**config.mk**
```make
export PLATFORM = sky130hd
export DESIGN_NAME = if_id_pipe
export DESIGN_NICKNAME = d
export VERILOG_FILES = /design/src/rtl/if_id_pipe.sv
export SDC_FILE = /design/constraint.sdc
export NUM_CORES = 1
export LEC_CHECK = 0
export ABC_AREA = 1
export BUFFER_PORTS_ARGS = -buffer_cell sky130_fd_sc_hd__buf_4
export CORE_AREA = 4 4 75 91
export CTS_BUF_LIST = sky130_fd_sc_hd__clkbuf_4 sky130_fd_sc_hd__clkbuf_8
export CTS_CLUSTER_SIZE = 8
export DETAILED_ROUTE_END_ITERATION = 10
export DIE_AREA = 0 0 79 95
export PLACE_DENSITY = 0.8
export SLEW_MARGIN = 20
export SYNTH_ARGS = -nofsm -noshare
export SYNTH_HDL_FRONTEND = slang
export SYNTH_SLANG_ARGS = --single-unit
```
**constraint.sdc**
```tcl
create_clock -name clk -period 1.12 [get_ports clk]
set_clock_uncertainty 0.05 [all_clocks]
set_input_delay 0.168 -clock clk [delete_from_list [all_inputs] [get_ports clk]]
set_output_delay 0.168 -clock clk [all_outputs]
set_load 0.03 [all_outputs]
```
**src/rtl/if_id_pipe.sv**
```systemverilog
// -----------------------------------------------------------------------------
// if_id_pipe
//   IF->ID pipeline register carrying the instruction word and its fetch
//   address between the fetch unit and the decoder. Provides a valid/ready
//   handshake on both sides, back-pressure from the decoder, and a flush that
//   discards every held beat and replaces the output word with NOP_INST.
//
//   Build option: define IF_ID_SKID_EN to add a one-entry skid register behind
//   the main stage. in_ready_o then comes straight from a flop, so there is no
//   combinational path from out_ready_i to in_ready_o. Without the macro,
//   in_ready_o = !out_valid_o | out_ready_i.
//
// Ports
//   clk          in   1       clock, rising edge
//   rst_n        in   1       asynchronous active-low reset
//   inst_i       in   INST_W  fetched instruction
//   inst_addr_i  in   ADDR_W  address of inst_i
//   in_valid_i   in   1       upstream beat valid
//   in_ready_o   out  1       stage can accept a beat
//   flush_i      in   1       discard all held and incoming beats
//   inst_o       out  INST_W  instruction to decode (NOP_INST when not valid)
//   inst_addr_o  out  ADDR_W  address of inst_o
//   out_valid_o  out  1       inst_o / inst_addr_o valid
//   out_ready_i  in   1       decoder accepts; 0 = stall
// -----------------------------------------------------------------------------
module if_id_pipe #(
    parameter int                 INST_W   = 32,
    parameter int                 ADDR_W   = 32,
    parameter logic [INST_W-1:0]  NOP_INST = 32'h0000_0013,
    parameter logic [ADDR_W-1:0]  RST_ADDR = '0
) (
    input  logic              clk,
    input  logic              rst_n,
    input  logic [INST_W-1:0] inst_i,
    input  logic [ADDR_W-1:0] inst_addr_i,
    input  logic              in_valid_i,
    output logic              in_ready_o,
    input  logic              flush_i,
    output logic [INST_W-1:0] inst_o,
    output logic [ADDR_W-1:0] inst_addr_o,
    output logic              out_valid_o,
    input  logic              out_ready_i
);

    // Main stage. r_inst is forced to NOP_INST whenever r_valid drops, so the
    // output word needs no mux.
    logic              r_valid;
    logic [INST_W-1:0] r_inst;
    logic [ADDR_W-1:0] r_addr;

    logic              w_in_xfer;
    logic              w_out_xfer;

    assign w_in_xfer  = in_valid_i & in_ready_o;
    assign w_out_xfer = r_valid & out_ready_i;

    assign inst_o      = r_inst;
    assign inst_addr_o = r_addr;
    assign out_valid_o = r_valid;

`ifdef IF_ID_SKID_EN
    // Skid entry only ever fills while the main stage is full, so
    // "skid full" always implies "main full".
    logic              r_skid_valid;
    logic [INST_W-1:0] r_skid_inst;
    logic [ADDR_W-1:0] r_skid_addr;

    assign in_ready_o = !r_skid_valid;

    always_ff @(posedge clk or negedge rst_n) begin
        if (!rst_n) begin
            r_valid      <= 1'b0;
            r_inst       <= NOP_INST;
            r_addr       <= RST_ADDR;
            r_skid_valid <= 1'b0;
            r_skid_inst  <= NOP_INST;
            r_skid_addr  <= RST_ADDR;
        end else if (flush_i) begin
            // Any beat accepted this cycle is dropped along with held beats.
            r_valid      <= 1'b0;
            r_inst       <= NOP_INST;
            r_skid_valid <= 1'b0;
        end else if (!r_valid) begin
            if (w_in_xfer) begin
                r_valid <= 1'b1;
                r_inst  <= inst_i;
                r_addr  <= inst_addr_i;
            end
        end else if (w_out_xfer) begin
            if (r_skid_valid) begin
                // Oldest pending beat moves up; skid was refusing input.
                r_inst       <= r_skid_inst;
                r_addr       <= r_skid_addr;
                r_skid_valid <= 1'b0;
            end else if (w_in_xfer) begin
                r_inst <= inst_i;
                r_addr <= inst_addr_i;
            end else begin
                r_valid <= 1'b0;
                r_inst  <= NOP_INST;
            end
        end else if (w_in_xfer) begin
            // Main full and stalled: park the incoming beat.
            r_skid_valid <= 1'b1;
            r_skid_inst  <= inst_i;
            r_skid_addr  <= inst_addr_i;
        end
    end
`else
    assign in_ready_o = !r_valid | out_ready_i;

    always_ff @(posedge clk or negedge rst_n) begin
        if (!rst_n) begin
            r_valid <= 1'b0;
            r_inst  <= NOP_INST;
            r_addr  <= RST_ADDR;
        end else if (flush_i) begin
            r_valid <= 1'b0;
            r_inst  <= NOP_INST;
        end else if (w_in_xfer) begin
            // Covers the simultaneous in/out case: new beat replaces old.
            r_valid <= 1'b1;
            r_inst  <= inst_i;
            r_addr  <= inst_addr_i;
        end else if (w_out_xfer) begin
            r_valid <= 1'b0;
            r_inst  <= NOP_INST;
        end
    end
`endif

endmodule

```
**Yosys cells after proc, flatten, opt, wreduce, memory -nomap -nowiden**

Index checks and enable logic that the tools add are counted.

- Bits of input ports: 69
- Flip-flop bits (word level): 65

- Reduce and logical (&&, ||, !) cells: 3
- Bitwise logic cells: 4
- Mux-type cells: 6

Operators by type and width:

| kind | number |
|---|---|
| two-way mux 32 bit | 3 |
| two-way mux 1 bit | 3 |
| nonzero test 3 bit | 1 |
| AND 1 bit | 2 |
| AND reduction 2 bit | 1 |
| zero test 1 bit | 1 |
| inverter 1 bit | 1 |
| bitwise OR 1 bit | 1 |

**Depth between registers and ports, before layout**

Gate-level depths: netlist (run 1).

- Word-level depth: 5
- Depth in mapped cells: 6

**Least setup slack after synthesis (run 1)**

Ideal clock, no wire load.

- Path type: reg-to-reg
- From: register r_valid (netlist: out_valid_o)
- To: register r_inst[10] (netlist: inst_o[10])
- Data arrival time: 1.092 ns
- Buffers on the path: 2
- Required time: 0.951 ns
- Cell stages (with the launch flop): 6
- Period minus slack after synthesis: 1.261 ns
- Setup slack: -0.141 ns
- Path through: dfrtp_1 nand2_2 buf_4 buf_4 nand3_1 nand2_1

- Word-level cells in the longest chain between the ends: 5
- Elaborated cells between the ends (all ways): 7
- Those cells by class: 2 x mux; 3 x bitwise; 2 x reduce/logical

Ends and longest elaborated chain:

| element | RTL line | source |
|---|---|---|
| start: declaration | 47 | `logic r_valid;` |
| start signal: assignment | 114 | `r_valid <= 1'b0;` |
| start signal: assignment | 118 | `r_valid <= 1'b0;` |
| start signal: assignment | 122 | `r_valid <= 1'b1;` |
| zero test 1 bit | 110 | `assign in_ready_o = !r_valid \| out_ready_i;` |
| bitwise OR 1 bit | 110 |  |
| AND 1 bit | 54 | `assign w_in_xfer = in_valid_i & in_ready_o;` |
| two-way mux 32 bit | 120 | `end else if (w_in_xfer) begin` |
| two-way mux 32 bit | 117 | `end else if (flush_i) begin` |
| end signal: assignment | 123 | `r_inst <= inst_i;` |
| end: declaration | 48 | `logic [INST_W-1:0] r_inst;` |

Several ways; a longest one is shown, not always the timed one.
A chain may end at the register's enable or synchronous reset.

**Final worst setup path (run 1)**

- From: register r_valid (netlist: out_valid_o)
- To: output in_ready_o

- Word-level cells in the longest chain between the ends: 2

Ends and longest elaborated chain:

| element | RTL line | source |
|---|---|---|
| zero test 1 bit | 110 |  |
| bitwise OR 1 bit | 110 |  |
| end: declaration | 37 | `output logic in_ready_o,` |

Every way passes these cells.

==> summary.md, run 1 <==
| Metric | Value |
|---|---|
| CTS tree | done |
| Io pins | around 140 |
| Sequential share of the synthesized area | 0.6013 |
| Flop-to-flop setup slack | -0.14 ns |
| Post-Synth Adder-Cell Area | 0 |
| Failing checks | negative setup slack |
| Crit end category | primary output |
| Nets | around 540 |
| Gp weighted congestion | roughly 0.83 |
| Port bufs | 134 |
| Syn avg cell area | slightly above 9 µm² |
| Initial antenna violation count | 0 |
| Fin. max-slew vios | 0 |
| Pint | ~4.7 mW |
| RSZ-0062 raised after global routing | yes |
| Worst-Skew Late Latency | 0.33 ns |
| Post-DP Area | between 3000 and 4000 µm² |
| HP Class | input port to flop |
| Total power divided by cell area | about 1400 nW/µm² |
| Num CTS Buffers | 9 |
| Aggregate global routing overflow | 0 |
| DRT Wirelength | 9.008 mm |
| Total GRT Usage | 0.2261 |
| Gate power share | 0.295 |
| Initial detailed-routing violation count | 130 |
| XOR/XNOR Fraction of Synth Area | 0 |
| Max VDD drop | 0.001011 V |
| Critical path required time | 0.90 ns |
| Main combinational cell family by area after synthesis | simple AND/OR/NAND/NOR gates |
| Clk buf depth | 2 |
| Drt pass-1 iters | 5 |
| Share of post-route cells with drive strength above 1 | 0.4397 |
| Post-Place Setup Slack | roughly 0.0081 ns |
| Worst Tran Pin Value | about 0.33 ns |
| Compound-Gate Fraction of Synth Area | 0.001846 |
| Via/cell ratio | about 5 |
| # DRC | 0 |
| Slew HR | 0.7803 |
| Worst setup margin | -0.1660 ns |
| Yosys Warn Count | 0 |
| Vias in the first global route | roughly 2,800 |
| Worst path slowest cell | dfrtp_2 |
| Total vias in the final route | around 2,800 |
| Post-DRT Antenna Nets | 0 |
| Arr. time, crit path | about 1.1 ns |
| Chip width | between 70 and 80 µm |
| Net Switching | 2.058 mW |
| Mux cell area share after synthesis | 0 |
| Mapped Area | approximately 2700 µm² |
| Fmax | between 700 and 800 MHz |
| Antenna diode count | 0 |
| Fin. Hold Viols | 0 |
| CP Max Fanout | 2 |
| Clk network pwr share | 0.292 |
| Post-DP HPWL | approximately 5.7 mm |
| Crit Path Category | flop to primary output |
| Number of H-tree levels | 3 |
| Root Driver | clkbuf_8 |
| Seq cells post-synth | 65 |
| Crit-path cells | nand2_4, buf_12, buf_8 |
| Syn-to-layout area delta | 73.19% |
| Post-synth cell types | 11 |
| Clock Sinks | 65 |
| Die Span Y | approximately 95 µm |
| Core Region | 5973 µm² |
| Critical path buffer and inverter count | 2 |
| Simple-gate area share of the yosys netlist | 0.3253 |
| Final Setup Violations | 69 |
| Wirelength per Cell | 16.23 µm |
| P_leak | between 2 and 3 nW |
| Syn Inst Count | between 200 and 300 |
| Initial core utilization | 0.4539 |
| Part of the power in registers | 0.413 |
| Die area | 7505 µm² |
| Core Rows | 31 |
| Sw frac | 0.3047 |
| Crit path launch type | flop |
| Outcome | complete, but fails checks |
| First-pass GRT wire length | roughly 13 mm |
| Fin crit period | 1.286 ns |
| Max_cap viols | 0 |
| Period Utilization, post-route | 1.148 |
| Post-route design area | approximately 4700 µm² |
| Crit-path max cell delay | ~0.43 ns |
| Total power | just under 7 mW |
| Synth Net Count | around 370 |
| Worst path top cell family by delay | flip-flops |
| Largest net degree at the start of global routing | 42 |
| Clock transition at the registers of the reported paths | ~0.060 ns |
[path summary, 6_finish.rpt]
| kind | startpoint | to | cells past startpoint |
|---|---|---|---|
| min | inst_i[22] | inst_o[22] | 3 |
| max reg2reg | out_valid_o | inst_addr_o[3] | 6 |
| min reg2reg | inst_o[0] | inst_o[0] | 2 |
| max in group asynchronous | rst_n | inst_o[8] | 3 |
| max | out_valid_o | in_ready_o | 3 |
| min in group asynchronous | rst_n | inst_addr_o[31] | 2 |
[tightest hold or removal path, cell delays in order]
cell	delay, ns
buf_4	0.08
nand3_1	0.06
nand2_1	0.06
[final cells by class]
| cell class | count | area [µm²] |
|---|---|---|
| timing repair buffer | 184 | 1803 |
| sequential | 65 | 1632 |
| fill | 407 | 1277 |
| multi-input combinational | 202 | 933.4 |
| clock buffer | 12 | 158.9 |
| tap | 82 | 102.6 |
| clock inverter | 3 | 40.04 |
| inverter | 7 | 26.28 |
[timing repair]
| item | 4_1_cts | 5_1_grt |
|---|---|---|
| buffers inserted | 8 | 18 |
| hold endpoints to repair | 67 | 0 |
| hold buffers | 3 | 0 |
| gates resized for setup | 36 | 50 |
| gates cloned | 2 | 3 |
| pin swaps | 2 | 4 |
| setup endpoints to repair | 33 | 125 |
[kinds of logic (layout without fill, tap and decap cells)]
family                 after synthesis  count (layout)
AOI/OAI and AO/OA                    1               1
and+or+nand+nor                    201             201
buffers and inverters               30             206
DFF                                 65              65
[routing by layer]
metal	up-vias	track usage	part of all wire
met1	1369	0.2419	0.35
met4	0	0.1461	0.041
met5	-	0	0
li1	1311	-	-
met2	108	0.4017	0.55
met3	25	0.04676	0.060
[sequential cells by signal, summed over array words and instances (netlist names)]
signal and cells:
inst_o 32, inst_addr_o 32, out_valid_o 1
[cells in the final DEF (no fill, tap or decap), types with 2 or more instances in the layout]
cell	synthesis	final
buf_4	6	101
nand2_1	102	99
nand3_1	96	95
buf_6	6	69
dfrtp_1	62	61
clkbuf_8	0	11
buf_12	0	7
inv_1	7	6
nand2_4	0	3
dlygate4sd3_1	0	3
dfstp_2	3	3
clkinv_2	0	2
clkbuf_16	0	2
[metrics by stage]
step	hold WS (ns)	TNS, ns	util	cells
finish	0.01520	-6.487	0.7861	555
global route	0.005252	-10.33	0.7861	555
CTS	0.001719	-6.066	0.7214	534
detailed placement	0.03285	0	0.6439	506
global placement	0.03327	0	0.6439	506
floorplan	-0.1776	-0.1663	-	297
[synthesized netlist by cell type]
cell	count	share of area
nand2_1	102	0.14
nand3_1	96	0.18
dfrtp_1	62	0.57
buf_2	11	0.020
inv_1	7	0.0097
buf_4	6	0.017
buf_6	6	0.025
dfstp_2	3	0.029
nand2_2	2	0.0046
a21oi_1	1	0.0018
nor2_2	1	0.0023
[power groups by stage]
stage	Clock, mW	Sequential (mW)	Combinational, mW
after global routing	2.13	2.81	2.11
final	1.97	2.79	1.99
after detailed placement	0	2.77	1.63
after global placement	0	2.77	1.59
after CTS	2.00	2.76	1.77
after floorplan	0	3.25	0.370
Note: power is estimated with default switching activity, not from simulation.
==> run 2: changes to the inputs <==
- CORE_AREA: 4 4 75 91 -> 4 4 68 101
- DIE_AREA: 0 0 79 95 -> 0 0 72 105
- PLACE_DENSITY: 0.8 -> 0.79
==> run 2 against run 1 <==
The run still ends with negative setup slack left. Largest cell class unchanged. Count of clock-buffer cells in the layout grew 2. Non-clock buffer count up 2. Setup slack improved by 0.0081 ns. Via count rose by 1.6%. Maximum frequency up 0.64%. Combinational power increased by 2%. Register-to-register slack worse by 0.02 ns. Die area grew 0.73%. Final area rose by 2.6%. Clock power is 6% higher. Core utilization increased by 1.1 points. Cell count decreased by 0.90%.
==> summary.md, run 2 (synthesis results as in run 1) <==
| Metric | Value |
|---|---|
| Clk buf depth | 2 |
| CTS tree | done |
| Initial core utilization | 0.4487 |
| Crit-path cells | nand2_4, buf_8, nand2_8, clkbuf_16, nand3_1, nand2_1 |
| Antenna diode count | 0 |
| Aggregate global routing overflow | 0 |
| Reg area | about 1600 µm² |
| Initial detailed-routing violation count | 233 |
| Slew HR | 0.8154 |
| Max_cap viols | 0 |
| Chip width | between 70 and 80 µm |
| Core Rows | 35 |
| Fin. max-slew vios | 0 |
| Die Span Y | 105 µm |
| Total power | roughly 6.9 mW |
| Io pins | roughly 140 |
| HP Class | input port to flop |
| Critical path buffer and inverter count | 2 |
| Nets | 540 |
| Total power divided by cell area | between 1000 and 1500 nW/µm² |
| Period Utilization, post-route | 1.141 |
| Post-DP HPWL | ~5.6 mm |
| Largest net degree at the start of global routing | 38 |
| Number of H-tree levels | 3 |
| Total GRT Usage | 0.2286 |
| Crit-path max cell delay | 0.44 ns |
| Max VDD drop | about 0.0011 V |
| Total vias in the final route | approximately 2,900 |
| Clock Sinks | 65 |
| Worst setup margin | -0.1579 ns |
| Port bufs | around 130 |
| Worst path slowest cell | dfrtp_2 |
| Num CTS Buffers | 9 |
| Via/cell ratio | ~5.2 |
| Fmax | 782.5 MHz |
| Vias in the first global route | about 2,700 |
| Gp weighted congestion | 0.7909 |
| Final Setup Violations | slightly below 70 |
| Crit Path Category | flop to flop |
| Post-layout util | 0.7971 |
| Crit end category | flop |
| Fin crit period | about 1.3 ns |
| Post-Place Setup Slack | -0.01223 ns |
| Root Driver | clkbuf_8 |
| Worst path top cell family by delay | flip-flops |
| Arr. time, crit path | approximately 1.4 ns |
| Most frequent cells in the layout | buf_4 (105), nand2_1 (98), nand3_1 (72) |
| P_leak | roughly 2.6 nW |
| Post-DRT Antenna Nets | 0 |
| First-pass GRT wire length | about 13 mm |
| Core Region | ~6000 µm² |
| Drt pass-1 iters | 4 |
| Wirelength per Cell | 17.31 µm |
| Worst-Skew Late Latency | ~0.33 ns |
| DRT Wirelength | 9.518 mm |
| # DRC | 0 |
| Critical path required time | between 1 and 1.5 ns |
| RSZ-0062 raised after global routing | yes |
| Outcome | complete, but fails checks |
| Post-DP Area | between 3000 and 4000 µm² |
| Worst Tran Pin Value | 0.2769 ns |
| Fin. Hold Viols | 0 |
| Post-route design area | a little under 5000 µm² |
| Die area | roughly 7600 µm² |
| Failing checks | negative setup slack |
| Fillers | between 300 and 400 |
| Share of post-route cells with drive strength above 1 | 0.4874 |
| Final TNS setup | -5.705 ns |
| Crit path launch type | flop |
| Multi-input gate area | 1046 µm² |
| Initial antenna violation count | 0 |
| Syn-to-layout area delta | 77.67% |
| Clock transition at the registers of the reported paths | 0.07 ns |
| CP Max Fanout | 11 |
| Most common cell after layout, fill and taps aside | buf_4 |
## run 2: changes by cell type in the layout (fill, tap and decap cells not counted), sizes merged
cell         before  now
buf             178  179
bufbuf            1    0
clkbuf           14   16
clkinv            2    1
dlygate4sd3       3    5
## run 2: final cells by class
class	count	share of cell area
repair buffers	186	0.3748
inverters	7	0.005455
well taps	74	0.01922
flip-flops and latches	65	0.3387
clock inverters	2	0.007273
multi-input cells	202	0.2171
clock buffers	14	0.03740
## run 2: through the flow
step	hold slack, ns	std cells
after floorplan	-0.1776	297
after global placement	0.01480	499
after detailed placement	0.01579	499
after CTS	0.001171	531
after global routing	0.007656	550
final	0.01633	550
## run 2: tightest hold or removal path, stage by stage
cell     delay [ns]
buf_4          0.08
nand3_1        0.06
nand2_1        0.06
## run 2: per-layer routing
metal / vias to the layer above / track usage / routed length (µm)
li1: 1325 / - / -
met1: 1377 / 0.2631 / 3113
met2: 121 / 0.3770 / 5298
met3: 36 / 0.06352 / 607
met4: 0 / 0.1237 / 499
met5: - / 0 / 0
## run 2: where the power goes
part | internal [mW] | total [mW] | leakage, nW | switching, mW
sequential | 2.60 | 2.80 | 0.828 | 0.198
combinational | 0.951 | 2.03 | 1.65 | 1.08
clock | 1.26 | 2.09 | 0.114 | 0.829
total | 4.81 | 6.91 | 2.59 | 2.11
## run 2: final timing paths
| check | start | endpoint | slack [ns] | depth (start not counted) |
|---|---|---|---|---|
| setup / recovery | out_valid_o | inst_o[16] | -0.16 | 6 |
| hold / removal | inst_addr_i[5] | inst_addr_o[5] | 0.02 | 3 |
| setup reg to reg | out_valid_o | inst_o[16] | -0.16 | 6 |
| hold reg to reg | inst_addr_o[25] | inst_addr_o[25] | 0.45 | 2 |
| max in group asynchronous | rst_n | inst_o[22] | 0.35 | 3 |
| min in group asynchronous | rst_n | inst_addr_o[15] | 0.20 | 2 |
## run 2: what timing repair did
item / in CTS / in global routing
gates resized for setup: 48 / 55
endpoints found under the setup margin: 83 / 120
hold buffers: 4 / 1
pin swaps: 6 / 8
endpoints found under the hold margin: 68 / 1
setup buffers: 10 / 16
gates cloned: 3 / 2
==> run 3: changes to the inputs <==
- CAP_MARGIN: unset -> 30
- CORE_AREA: 4 4 68 101 -> 4 4 65 97
- DIE_AREA: 0 0 72 105 -> 0 0 69 101
- PLACE_DENSITY: 0.79 -> 0.85
- clock period: 1.12 -> 1.5 ns (I/O delays scaled with it)
==> run 3 against run 2 <==
The run now ends clean. Setup slack improved by 0.26 ns. Sequential cell count did not move. Via count fell by 11%. Routed wire length fell by 23%. Critical endpoint is now in_ready_o.
==> summary.md, run 3 (synthesis results as in run 1) <==
| Metric | Value |
|---|---|
| Outcome | finished clean |
| Chip width | 69 µm |
| Post-layout util | 0.7264 |
| Initial core utilization | 0.4975 |
| Crit path launch type | flop |
| Share of post-route cells with drive strength above 1 | 0.3830 |
| Drt pass-1 iters | 4 |
| Port bufs | approximately 130 |
| CP Max Fanout | 15 |
| Clock Sinks | 65 |
| First-pass GRT wire length | 11.48 mm |
| Total vias in the final route | 2,543 |
| Vias in the first global route | 2,516 |
| Fin. Hold Viols | 0 |
| Antenna diode count | 0 |
| Post-DRT Antenna Nets | 0 |
| Clock transition at the registers of the reported paths | 0.07 ns |
| Die Span Y | roughly 100 µm |
| Most frequent cells in the layout | buf_4 (142), nand2_1 (102), nand3_1 (96) |
| Worst-Skew Late Latency | 0.33 ns |
| Max VDD drop | roughly 0.00094 V |
| Number of H-tree levels | 3 |
| Via/cell ratio | between 5 and 6 |
| Fmax | 715.0 MHz |
| Crit Path Category | flop to primary output |
| Total power | approximately 4.5 mW |
| Fin. max-slew vios | 0 |
| Crit end category | primary output |
| Final Setup Violations | 0 |
| Die area | between 6000 and 7000 µm² |
| Total power divided by cell area | ~1100 nW/µm² |
| Wirelength per Cell | 14.40 µm |
| Core Rows | 33 |
| Core Region | ~5500 µm² |
| Total GRT Usage | 0.2087 |
| Arr. time, crit path | between 1 and 1.5 ns |
| Nets | 500 |
| P_leak | 2.255 nW |
| CTS tree | done |
| Clk buf depth | 2 |
| Critical path required time | about 1.2 ns |
| HP Class | input port to flop |
| Post-DP HPWL | around 5.4 mm |
| Fin crit period | approximately 1.4 ns |
| Io pins | 135 |
| Root Driver | clkbuf_8 |
| DRT Wirelength | ~7.3 mm |
| Most common cell after layout, fill and taps aside | buf_4 |
| Initial antenna violation count | 0 |
| Initial detailed-routing violation count | between 100 and 150 |
| Setup bufs post-CTS | 0 |
| Period Utilization, post-route | 0.9324 |
| Worst Tran Pin Value | 0.4483 ns |
| Gp weighted congestion | 0.7740 |
| Final TNS setup | 0 ns |
| Slew HR | 0.7011 |
| RSZ-0062 raised after global routing | no |
| Num CTS Buffers | 9 |
| Largest net degree at the start of global routing | between 40 and 50 |
| Aggregate global routing overflow | 0 |
| # DRC | 0 |
| Max_cap viols | 0 |
| Syn-to-layout area delta | 46.01% |
run 3: cell types whose count changed in the layout (fill, tap and decap cells not counted), moves of 2 or more:
cell / delta
buf_6: -65
buf_8: -2
clkbuf_16: -2
nand3_1: +24
buf_12: -2
clkinv_2: +2
nand3_2: -24
buf_16: -2
dlygate4sd3_1: -4
nand2_2: -2
buf_4: +37
nand2_1: +4
run 3: worst paths after layout:
| check | startpoint | to | slack (ns) | cells past startpoint |
|---|---|---|---|---|
| max in group asynchronous | rst_n | inst_addr_o[24] | 0.56 | 3 |
| min in group asynchronous | rst_n | inst_o[23] | 0.33 | 2 |
| max | out_valid_o | in_ready_o | 0.10 | 2 |
| min | flush_i | out_valid_o | 0.03 | 2 |
| min reg2reg | inst_addr_o[18] | inst_addr_o[18] | 0.42 | 2 |
| max reg2reg | out_valid_o | inst_addr_o[26] | 0.21 | 4 |
run 3: layout make-up:
| type | count | area, µm² |
|---|---|---|
| flip-flops and latches | 65 | 1630 |
| fillers | 439 | 1491 |
| repair buffers | 146 | 1136 |
| multi-input cells | 202 | 897.1 |
| clock buffers | 13 | 166.4 |
| well taps | 70 | 87.58 |
| inverters | 7 | 26.28 |
| clock inverters | 3 | 15.01 |
run 3: routing by layer:
layer | up-vias | routed length, µm | GRT usage
li1 | 1235 | - | -
met1 | 1200 | 2687 | 0.2183
met2 | 91 | 3987 | 0.3765
met3 | 17 | 433 | 0.06487
met4 | 0 | 180 | 0.1023
met5 | - | 0 | 0
run 3: worst max-delay path, cell delays in order (launching register included):
cell and delay (ns):
dfrtp_1 0.42, nand2_4 0.18, buf_4 0.19
run 3: what timing repair did:
action	4_1_cts	5_1_grt
resized for setup	0	1
endpoints found under the hold margin	31	0
hold buffers	1	0
endpoints found under the setup margin	0	1
run 3: power breakdown:
group	total [mW]	leakage (nW)	internal (mW)	switching, mW
registers	2.04	0.829	1.94	0.103
clock network	1.32	0.100	0.719	0.604
logic	1.18	1.33	0.459	0.720
run 3: stage by stage:
| step | cells | hold WS, ns | setup slack, ns | instance area, µm² |
|---|---|---|---|---|
| after global placement | 489 | 0.1504 | 0.2124 | 3762 |
| final | 506 | 0.02894 | 0.1014 | 3959 |
| after CTS | 506 | 0.01415 | 0.003720 | 3954 |
| after global routing | 506 | 0.02175 | 0.03525 | 3959 |
| after detailed placement | 489 | 0.1534 | 0.1411 | 3762 |
| after floorplan | 297 | -0.1206 | 0.2394 | 2711 |
